### src/rtl/bcd_step_ctrl.sv
// Two-digit BCD up/down counter stepped by push buttons, with press detection and a hold FSM.
// Define BCD_AUTO_REPEAT_EN to enable hold-to-repeat stepping; the default build steps once per press.
module bcd_step_ctrl #(
  parameter int unsigned DIGIT_MAX     = 9,
  parameter int unsigned HOLD_CYCLES   = 12500000,
  parameter int unsigned REPEAT_CYCLES = 2500000
) (
  input  logic       i_Clk,
  input  logic       i_Rst_L,
  input  logic       i_Up,
  input  logic       i_Down,
  output logic [3:0] o_Ones,
  output logic [3:0] o_Tens,
  output logic       o_Step,
  output logic       o_Wrap
);

  localparam logic [3:0] DMax = 4'(DIGIT_MAX);

  typedef enum logic [2:0] {
    StIdle,
    StHoldUp,
    StHoldDn,
    StRepUp,
    StRepDn
  } state_e;

  state_e     state_q, state_d;
  logic       up_q, dn_q;
  logic [3:0] ones_q, tens_q;
  logic       step_q, wrap_q;

  logic       up_press, dn_press;
  logic       do_up, do_dn, do_clr;
  logic [3:0] inc_ones, inc_tens, dec_ones, dec_tens;
  logic       inc_wrap, dec_wrap;

`ifdef BCD_AUTO_REPEAT_EN
  localparam int unsigned TMax  = (HOLD_CYCLES > REPEAT_CYCLES) ? HOLD_CYCLES : REPEAT_CYCLES;
  localparam int unsigned TW    = (TMax > 1) ? $clog2(TMax) : 1;
  localparam logic [TW-1:0] HoldLast = TW'(HOLD_CYCLES - 1);
  localparam logic [TW-1:0] RepLast  = TW'(REPEAT_CYCLES - 1);

  logic [TW-1:0] timer_q, timer_d;
`endif

  assign up_press = i_Up & ~up_q;
  assign dn_press = i_Down & ~dn_q;

  // Next count values for either direction; the FSM picks one.
  always_comb begin
    inc_ones = ones_q;
    inc_tens = tens_q;
    inc_wrap = 1'b0;
    if (ones_q < DMax) begin
      inc_ones = ones_q + 4'd1;
    end else if (tens_q < DMax) begin
      inc_ones = 4'd0;
      inc_tens = tens_q + 4'd1;
    end else begin
      inc_ones = 4'd0;
      inc_tens = 4'd0;
      inc_wrap = 1'b1;
    end

    dec_ones = ones_q;
    dec_tens = tens_q;
    dec_wrap = 1'b0;
    if (ones_q != 4'd0) begin
      dec_ones = ones_q - 4'd1;
    end else if (tens_q != 4'd0) begin
      dec_ones = DMax;
      dec_tens = tens_q - 4'd1;
    end else begin
      dec_ones = DMax;
      dec_tens = DMax;
      dec_wrap = 1'b1;
    end
  end

  always_comb begin
    state_d = state_q;
    do_up   = 1'b0;
    do_dn   = 1'b0;
    do_clr  = 1'b0;
`ifdef BCD_AUTO_REPEAT_EN
    timer_d = timer_q;
`endif
    unique case (state_q)
      StIdle: begin
        if (up_press && dn_press) begin
          do_clr = 1'b1;
        end else if (up_press) begin
          do_up   = 1'b1;
          state_d = StHoldUp;
`ifdef BCD_AUTO_REPEAT_EN
          timer_d = '0;
`endif
        end else if (dn_press) begin
          do_dn   = 1'b1;
          state_d = StHoldDn;
`ifdef BCD_AUTO_REPEAT_EN
          timer_d = '0;
`endif
        end
      end
`ifdef BCD_AUTO_REPEAT_EN
      StHoldUp: begin
        if (!i_Up) begin
          state_d = StIdle;
        end else if (timer_q == HoldLast) begin
          do_up   = 1'b1;
          timer_d = '0;
          state_d = StRepUp;
        end else begin
          timer_d = timer_q + 1'b1;
        end
      end
      StHoldDn: begin
        if (!i_Down) begin
          state_d = StIdle;
        end else if (timer_q == HoldLast) begin
          do_dn   = 1'b1;
          timer_d = '0;
          state_d = StRepDn;
        end else begin
          timer_d = timer_q + 1'b1;
        end
      end
      StRepUp: begin
        if (!i_Up) begin
          state_d = StIdle;
        end else if (timer_q == RepLast) begin
          do_up   = 1'b1;
          timer_d = '0;
        end else begin
          timer_d = timer_q + 1'b1;
        end
      end
      StRepDn: begin
        if (!i_Down) begin
          state_d = StIdle;
        end else if (timer_q == RepLast) begin
          do_dn   = 1'b1;
          timer_d = '0;
        end else begin
          timer_d = timer_q + 1'b1;
        end
      end
`else
      StHoldUp: begin
        if (!i_Up) state_d = StIdle;
      end
      StHoldDn: begin
        if (!i_Down) state_d = StIdle;
      end
`endif
      default: state_d = StIdle;
    endcase
  end

  // Registered levels reset high so a button held through reset needs a fresh press.
  always_ff @(posedge i_Clk or negedge i_Rst_L) begin
    if (!i_Rst_L) begin
      state_q <= StIdle;
      up_q    <= 1'b1;
      dn_q    <= 1'b1;
      ones_q  <= 4'd0;
      tens_q  <= 4'd0;
      step_q  <= 1'b0;
      wrap_q  <= 1'b0;
`ifdef BCD_AUTO_REPEAT_EN
      timer_q <= '0;
`endif
    end else begin
      state_q <= state_d;
      up_q    <= i_Up;
      dn_q    <= i_Down;
      step_q  <= do_up | do_dn | do_clr;
      wrap_q  <= (do_up & inc_wrap) | (do_dn & dec_wrap);
`ifdef BCD_AUTO_REPEAT_EN
      timer_q <= timer_d;
`endif
      if (do_clr) begin
        ones_q <= 4'd0;
        tens_q <= 4'd0;
      end else if (do_up) begin
        ones_q <= inc_ones;
        tens_q <= inc_tens;
      end else if (do_dn) begin
        ones_q <= dec_ones;
        tens_q <= dec_tens;
      end
    end
  end

  assign o_Ones = ones_q;
  assign o_Tens = tens_q;
  assign o_Step = step_q;
  assign o_Wrap = wrap_q;

endmodule
### config.mk
export PLATFORM = sky130hd
export DESIGN_NAME = bcd_step_ctrl
export DESIGN_NICKNAME = d
export VERILOG_FILES = /design/src/rtl/bcd_step_ctrl.sv
export SDC_FILE = /design/constraint.sdc
export NUM_CORES = 1
export LEC_CHECK = 0
export CAP_MARGIN = 20
export CORE_MARGIN = 3
export CORE_UTILIZATION = 45
export CTS_CLUSTER_DIAMETER = 30
export DETAILED_ROUTE_END_ITERATION = 6
export PLACE_DENSITY = 0.68
export SLEW_MARGIN = 20
export SYNTH_ARGS = -nofsm -noshare
export SYNTH_HDL_FRONTEND = slang
export SYNTH_SLANG_ARGS = --single-unit
### constraint.sdc
create_clock -name i_Clk -period 2.91 [get_ports i_Clk]
set_input_delay 0.873 -clock i_Clk [delete_from_list [all_inputs] [get_ports i_Clk]]
set_output_delay 0.873 -clock i_Clk [all_outputs]
set_load 0.02 [all_outputs]
== Word level (Yosys, flattened, before mapping) ==
Cells that the tools add are included.

* Bits in registers: 15
* Bits of input ports: 4
* Output and inout port bits: 10

* Add/sub/neg operators: 4
* $lt $le $gt $ge: 2
* Equality and inequality tests: 8
* Mux-type cells: 31
* Bitwise gates (word level): 9
* Reductions and logical operators: 7

{| class="wikitable"
|+ Operator list
! cell !! number
|-
| 4-bit two-way mux || 12
|-
| 3-bit two-way mux || 5
|-
| 1-bit two-way mux || 13
|-
| 3-bit inequality test (second input constant) || 3
|-
| 3-bit one-hot mux with 3 select lines || 1
|-
| 4-bit by 1-bit adder with 4-bit output (second input constant) || 2
|-
| 4-bit less-than comparator (second input constant) || 2
|-
| 4-bit nonzero test || 2
|-
| 4-bit by 1-bit subtractor with 4-bit output (second input constant) || 2
|-
| 2-bit inequality test (second input constant) || 3
|-
| 1-bit AND || 4
|-
| 4-bit AND reduction || 1
|-
| 3-bit by 1-bit equality test with 1-bit output (second input constant) || 1
|-
| 3-bit by 2-bit equality test with 1-bit output (second input constant) || 1
|-
| 3-bit zero test || 1
|-
| 1-bit bitwise OR || 3
|-
| 3-bit AND reduction || 1
|-
| 3-bit nonzero test || 1
|-
| 1-bit NOT || 2
|-
| 1-bit logical AND || 1
|}

== Logic depth before layout (Yosys ltp) ==
Gate-level depths: netlist of the first run.

* Depth after elaboration: 9
* Depth in mapped cells: 7
* Gate-level depth less buffers: 7

== Worst setup path before layout of the first run ==
Ideal clock, no wire load.

* Path type: input -> register
* From: in i_Up
* To: reg tens_q[0], in the netlist o_Tens[0]
* Setup time: 0.124 ns
* Data arrival time: 1.804 ns
* Slack: 0.982 ns
* Stages on the path: 5
* Path through: or2b_2 nor3_4 nand3_2 a22oi_1 o2bb2ai_1

* Word-level cells in the longest chain between the ends: 6

{| class="wikitable"
|+ Ends and longest elaborated chain
! item !! RTL line !! source
|-
| start, declared || 10 || <nowiki>input logic i_Up,</nowiki>
|-
| 1-bit AND (*) || 47 || <nowiki>assign up_press = i_Up & ~up_q;</nowiki>
|-
| 1-bit two-way mux or 1-bit logical AND (tied branches) || 93, 91 ||
|-
| 1-bit two-way mux || 91 || <nowiki>if (up_press && dn_press) begin</nowiki>
|-
| 1-bit two-way mux || 89 || <nowiki>unique case (state_q)</nowiki>
|-
| 3-bit inequality test (no line) (tied with other cells) || n/a ||
|-
| 3-bit AND reduction (no line) or 4-bit two-way mux (tied branches) || n/a ||
|-
| end signal, assigned || 189 || <nowiki>tens_q <= inc_tens;</nowiki>
|-
| end signal, assigned || 192 || <nowiki>tens_q <= dec_tens;</nowiki>
|-
| end, declared || 30 || <nowiki>logic [3:0] ones_q, tens_q;</nowiki>
|}

Every way passes the cells marked *; elsewhere a longest branch is shown, timed or not.
A chain may end at the register's enable or synchronous reset.

== Worst setup path in the final report of the first run ==
* From: reg tens_q[3], in the netlist o_Tens[3]
* To: out o_Tens[3]

{| class="wikitable"
|+ RTL lines
! item !! RTL line !! source
|-
| end, declared || 13 || <nowiki>output logic [3:0] o_Tens,</nowiki>
|}

No word-level cell between the ends.

==> flow_summary.toml, run 1 <==
[synthesis]
synth_flop_cell = "dfrtp_1"
synth.cell_area_um2 = 970
ys_seq_area_frac = 0.364
ys_types = 36
synth_async_sr_flop_share = 1.00
ys_warn_count = 0
syn-mean-instance-area_um2 = 8.66
synth_nets = 122
synth_edf_count = 0
syn_inst = 112
yosys_register_bits = 14

[critical_path]
rr_endpoint = "o_Tens[3]"
cp_top_family = "buffers and inverters"
worst-path-buf-inv = 1
worstSetupEndpointType = "output port"
cpMaxStageDelayCell = "clkdlybuf4s50_1"
worst-setup-path-type = "register to output port"
crit_fanout = 8
required_ns = 2.04
reg2regPathDepth = 7
rr_startpoint = "o_Ones[1]"
start_kind = "register"
slowest_delay_ns = 0.66
regToRegSetupSlack_ns = 0.95
path_cells = "clkdlybuf4s50_1"
critPathArrivalTime_ns = 1.44

[power]
power_w = 0.00109
power_density_mw_per_mm2 = 944
p_leak_nw = 0.471
vdd_drop_max_uv = 435

[grt]
antenna_found_initial = 0
grt_max_degree = 15
grt_pass1_wl_um = 3510
first_global_vias = 777
grt_usage = 0.172
grt-ovfl-total = 0

[route]
drc = 0
num_vias = 864
routed_wl_um = 2070
wire_per_inst_um = 13.4
via_per_inst = 5.57
ant_nets = 0
drt_first_pass_iters = 4
drt_iter0_markers = 27

[sta]
timing.final.crit_share = 0.794
clock_skew_ns = 0.0197
setup_viol = 0
post-route-min-period_ns = 2.31
worst_pin_slew_ns = 0.644
timing.final.max_slew_violations = 0
fin_hold_ws_ns = 0.505
max_freq_ghz = 0.433
slew_headroom = 0.570
rsz0062_at_grt = "no"
setup_tns_ns = 0
final-hold-violation-count = 0

[die]
die_area_mm2 = 0.00275
core_area_mm2 = 0.00200
num_io_pins = 14
initial_core_util = 0.484
fp.dieW_um = 52.4
fp-row-count = 16
die_y_um = 52.4

[clock_tree]
clk_pin_slew_worst_paths_ns = 0.07
cts.sinks = 14
ctsHoldBuffers = 0
cts_buffers = 3
cts_max_path_buffers = 2
htreeDepth = 1
cts_setup_buffers = 0
tritoncts = "built"
clk_latency_ns = 0.29
cts.repair.resized = 0
cts-root-buf = "clkbuf_4"

[placed_design]
gp_congestion = 0.847
io_buffers = 13
hpwlAfterDp_um = 1520

[min_path]
worst_hold_path_type = "register to register"
worstHoldPathCells = 1
hp-start = "state_q[0]"
hold_path_end = "state_q[1]"

[flow_run]
maxCapViolCount = 0

[cells_and_area]
nets = 139
areaGrowthSynthToFinish_pct = 18.8
drive_gt1_frac = 0.125
antennaDiodeCount = 0
finish.utilization = 0.576

[status]
status = "completed"
[per-stage QoR]
| stage | cell area (µm²) | setup slack, ns | instances |
|---|---|---|---|
| after floorplan | 970 | 0.982 | 112 |
| after global placement | 1130 | 0.271 | 151 |
| after detailed placement | 1130 | 0.302 | 151 |
| after CTS | 1150 | 0.596 | 155 |
| after global routing | 1150 | 0.538 | 155 |
| final | 1150 | 0.600 | 155 |
[worst register-to-register path, cell delays in order, from the launching register on]
cell       delay (ns)
dfrtp_1          0.44
inv_1            0.11
ha_1             0.20
nor3b_1          0.56
o21ai_0          0.14
o21ai_0          0.10
nand2_1          0.12
o2bb2ai_1        0.16
[where the power goes]
part	switching, W	internal [W]	total (W)
Sequential	0.0000973	0.000250	0.000347
Combinational	0.000335	0.000286	0.000621
Clock	0.0000665	0.0000533	0.000120
Total	0.000499	0.000589	0.00109
[logic make-up (layout without fill, tap and decap cells)]
logic type               Yosys count  after routing  share of synthesized area
AO/OA/AOI/OAI                     35             35                      0.235
buffers and inverters              9             25                     0.0387
adder cells (fa/ha/maj)            6              6                     0.0774
flip-flops                        14             14                      0.364
AND/OR/NAND/NOR                   48             48                      0.285
[worst max-delay path by stage]
| stage | start | to | depth (start not counted) |
|---|---|---|---|
| finish | o_Tens[3] | o_Tens[3] | 1 |
| CTS | o_Tens[3] | o_Tens[3] | 1 |
| floorplan | i_Up | o_Tens[0] | 5 |
| detailed placement | i_Up | o_Tens[0] | 6 |
| global placement | i_Up | o_Tens[0] | 6 |
| global route | o_Tens[3] | o_Tens[3] | 1 |
[cell type report]
class                           count  area [µm²]
Sequential cell                    14         353
Timing Repair Buffer               13         130
Fill cell                         182         850
Tap cell                           27        33.8
Clock buffer                        4        26.3
Inverter                            8        30.0
Multi-Input combinational cell     89         579
[per-layer routing]
layer  vias up  global-route usage  part of all wire  wire length, µm
li1        437                   -                 -                -
met1       397               0.242              0.48              984
met2        28               0.248              0.46              944
met3         2              0.0513             0.061              126
met4         0              0.0638            0.0068               14
met5         -                   0                 0                0
[synthesized netlist by cell type (all sizes together) (2+ instances only)]
| master | count | area share |
|---|---|---|
| o21ai | 9 | 0.046 |
| nand3 | 5 | 0.031 |
| nand4 | 2 | 0.013 |
| nor3 | 4 | 0.032 |
| o211ai | 2 | 0.015 |
| a21oi | 7 | 0.036 |
| nor2b | 3 | 0.019 |
| nor3b | 2 | 0.015 |
| nand2 | 12 | 0.046 |
| o2bb2ai | 4 | 0.036 |
| nand2b | 2 | 0.013 |
| or2b | 3 | 0.027 |
| inv | 8 | 0.031 |
| nor2 | 9 | 0.040 |
| ha | 6 | 0.077 |
| o21bai | 2 | 0.015 |
| dfrtp | 12 | 0.31 |
| dfstp | 2 | 0.054 |
| a31oi | 4 | 0.026 |
[sequential cells by signal, summed over array words and instances (netlist names)]
register and flops:
dn_q 1, o_Wrap 1, o_Tens 4, o_Ones 4, o_Step 1, state_q 2
up_q 1
[placed cells by master (no fill, tap or decap), drive strengths merged]
cell type and instances:
or3 1, and2 1, a21o 1, o211ai 2, or2 1, clkdlybuf4s50 13, nor2b 3, nor3b 2
nor2 9, o31ai 1, dfrtp 12, clkbuf 4, o2bb2ai 4, and3 1, and2b 1, o31a 1
nand2b 2, nand3 5, inv 8, or2b 3, nand4b 1, o22ai 1, a311oi 1, a22oi 1
a21oi 7, nor3 4, nand4 2, o21bai 2, dfstp 2, nand2 12, a32o 1, o21ai 9
ha 6, a31oi 4
(Power assumes the default switching activity.)
==> run 2: changes to the inputs <==
- clock period: 2.91 -> 2.3 ns (I/O delays scaled with it)
==> flow_summary.toml, run 2 (same netlist as run 1, synthesis figures left out) <==
[status]
status = "completed"

[clock_tree]
htreeDepth = 1
ctsHoldBuffers = 0
cts-root-buf = "clkbuf_4"
cts_buffers = 3
clk_latency_ns = 0.28
cts.repair.resized = 0
clk_pin_slew_worst_paths_ns = 0.08
tritoncts = "built"
cts_max_path_buffers = 2
cts.sinks = 14
cts_setup_buffers = 0

[route]
num_vias = 901
drt_iter0_markers = 33
dr.max_layer_used = "met4"
drc = 0
wire_per_inst_um = 13.2
drt_first_pass_iters = 4
wirelength_met1_um = 1030
ant_nets = 0
via_per_inst = 5.63
wl_met2_um = 962
routed_wl_um = 2110
wl_met3_um = 96

[power]
pwr-share-seq = 0.312
p_leak_nw = 0.502
netSwitchingPower_w = 0.000634
combinationalPowerShare = 0.563
p_clk_frac = 0.126
vdd_drop_max_uv = 588
swShare = 0.448
intPower_w = 0.000782
power_density_mw_per_mm2 = 1180

[cells_and_area]
drive_gt1_frac = 0.165
antennaDiodeCount = 0
final_common_cell = "clkdlybuf4s50_1"
areaGrowthSynthToFinish_pct = 23.7
final_cell_mix = "clkdlybuf4s50_1, nand2_1, dfrtp_1"
finish.utilization = 0.599
nets = 144

[critical_path]
reg2regPathDepth = 7
path_cells = "clkdlybuf4s50_1"
crit_start = "o_Tens[3]"
rr_startpoint = "o_Ones[0]"
critPathArrivalTime_ns = 1.43
cp_top_family = "buffers and inverters"
cpMaxStageDelayCell = "clkdlybuf4s50_1"
required_ns = 1.61
start_kind = "register"
crit_fanout = 8
regToRegSetupSlack_ns = 0.35
worst-path-buf-inv = 1
slowest_delay_ns = 0.66
rr_endpoint = "o_Tens[1]"
worst-setup-path-type = "register to output port"
worstSetupEndpointType = "output port"

[die]
fp.dieW_um = 52.4
die_y_um = 52.4
initial_core_util = 0.484
num_io_pins = 14
fp-row-count = 16
core_area_mm2 = 0.00200
die_area_mm2 = 0.00275

[grt]
grt_pass1_wl_um = 3640
antenna_found_initial = 0
grt_usage = 0.181
grt-ovfl-total = 0
grt_max_degree = 15
first_global_vias = 797

[placed_design]
io_buffers = 13
hpwlAfterDp_um = 1640
gp_congestion = 0.782

[sta]
post-route-min-period_ns = 2.12
slew_headroom = 0.591
final-hold-violation-count = 0
setup_viol = 0
setup_tns_ns = 0
max_freq_ghz = 0.472
rsz0062_at_grt = "no"
timing.final.crit_share = 0.922
clock_skew_ns = 0.00476
timing.final.max_slew_violations = 0
worst_pin_slew_ns = 0.612

[min_path]
hold_path_end = "state_q[1]"
worst_hold_path_type = "register to register"
hp-start = "state_q[0]"
worstHoldPathCells = 1

[flow_run]
maxCapViolCount = 0
==> run 2: per-layer routing <==
metal,vias up,global-route usage
met5,-,0
met1,431,0.260
li1,447,-
met4,0,0.0638
met2,19,0.256
met3,4,0.0513
==> run 2: worst max-delay path by stage <==
| stage | endpoint | cells after the start |
|---|---|---|
| after global placement | o_Tens[0] | 6 |
| final | o_Tens[3] | 1 |
| after global routing | o_Tens[3] | 1 |
| after floorplan | o_Tens[0] | 5 |
| after detailed placement | o_Tens[3] | 7 |
| after CTS | o_Tens[3] | 1 |
==> run 2: power by group through the flow <==
stage	Clock [W]	Sequential, W	Combinational (W)
global placement	0	0.000443	0.000788
CTS	0.000187	0.000440	0.000798
detailed placement	0	0.000444	0.000794
floorplan	0	0.000497	0.000466
global route	0.000199	0.000463	0.000881
finish	0.000178	0.000441	0.000797
==> run 2: through the flow <==
step | area, µm² | total power, W | hold WS (ns) | cells | setup WS, ns
after CTS | 1200 | 0.00142 | 0.501 | 160 | 0.161
after detailed placement | 1160 | 0.00124 | 0.489 | 156 | -0.0292
final | 1200 | 0.00142 | 0.496 | 160 | 0.180
after global placement | 1160 | 0.00123 | 0.488 | 156 | 0.000931
after floorplan | 970 | 0.000963 | 0.394 | 112 | 0.555
after global routing | 1200 | 0.00154 | 0.537 | 160 | 0.0976
==> run 2: final cells by class <==
class,instances,area [µm²]
sequential,14,353
timing repair buffer,18,168
tap,27,33.8
fill,199,802
inverter,8,30.0
multi-input combinational,89,579
clock buffer,4,36.3
==> run 2: worst reg2reg max path, delay by kind of cell (launching register included) <==
family	cells	cell delay (ns)
simple gates	2	0.64
compound gates	3	0.40
flops	1	0.46
fa+ha+maj	1	0.21
buf+inv	1	0.11
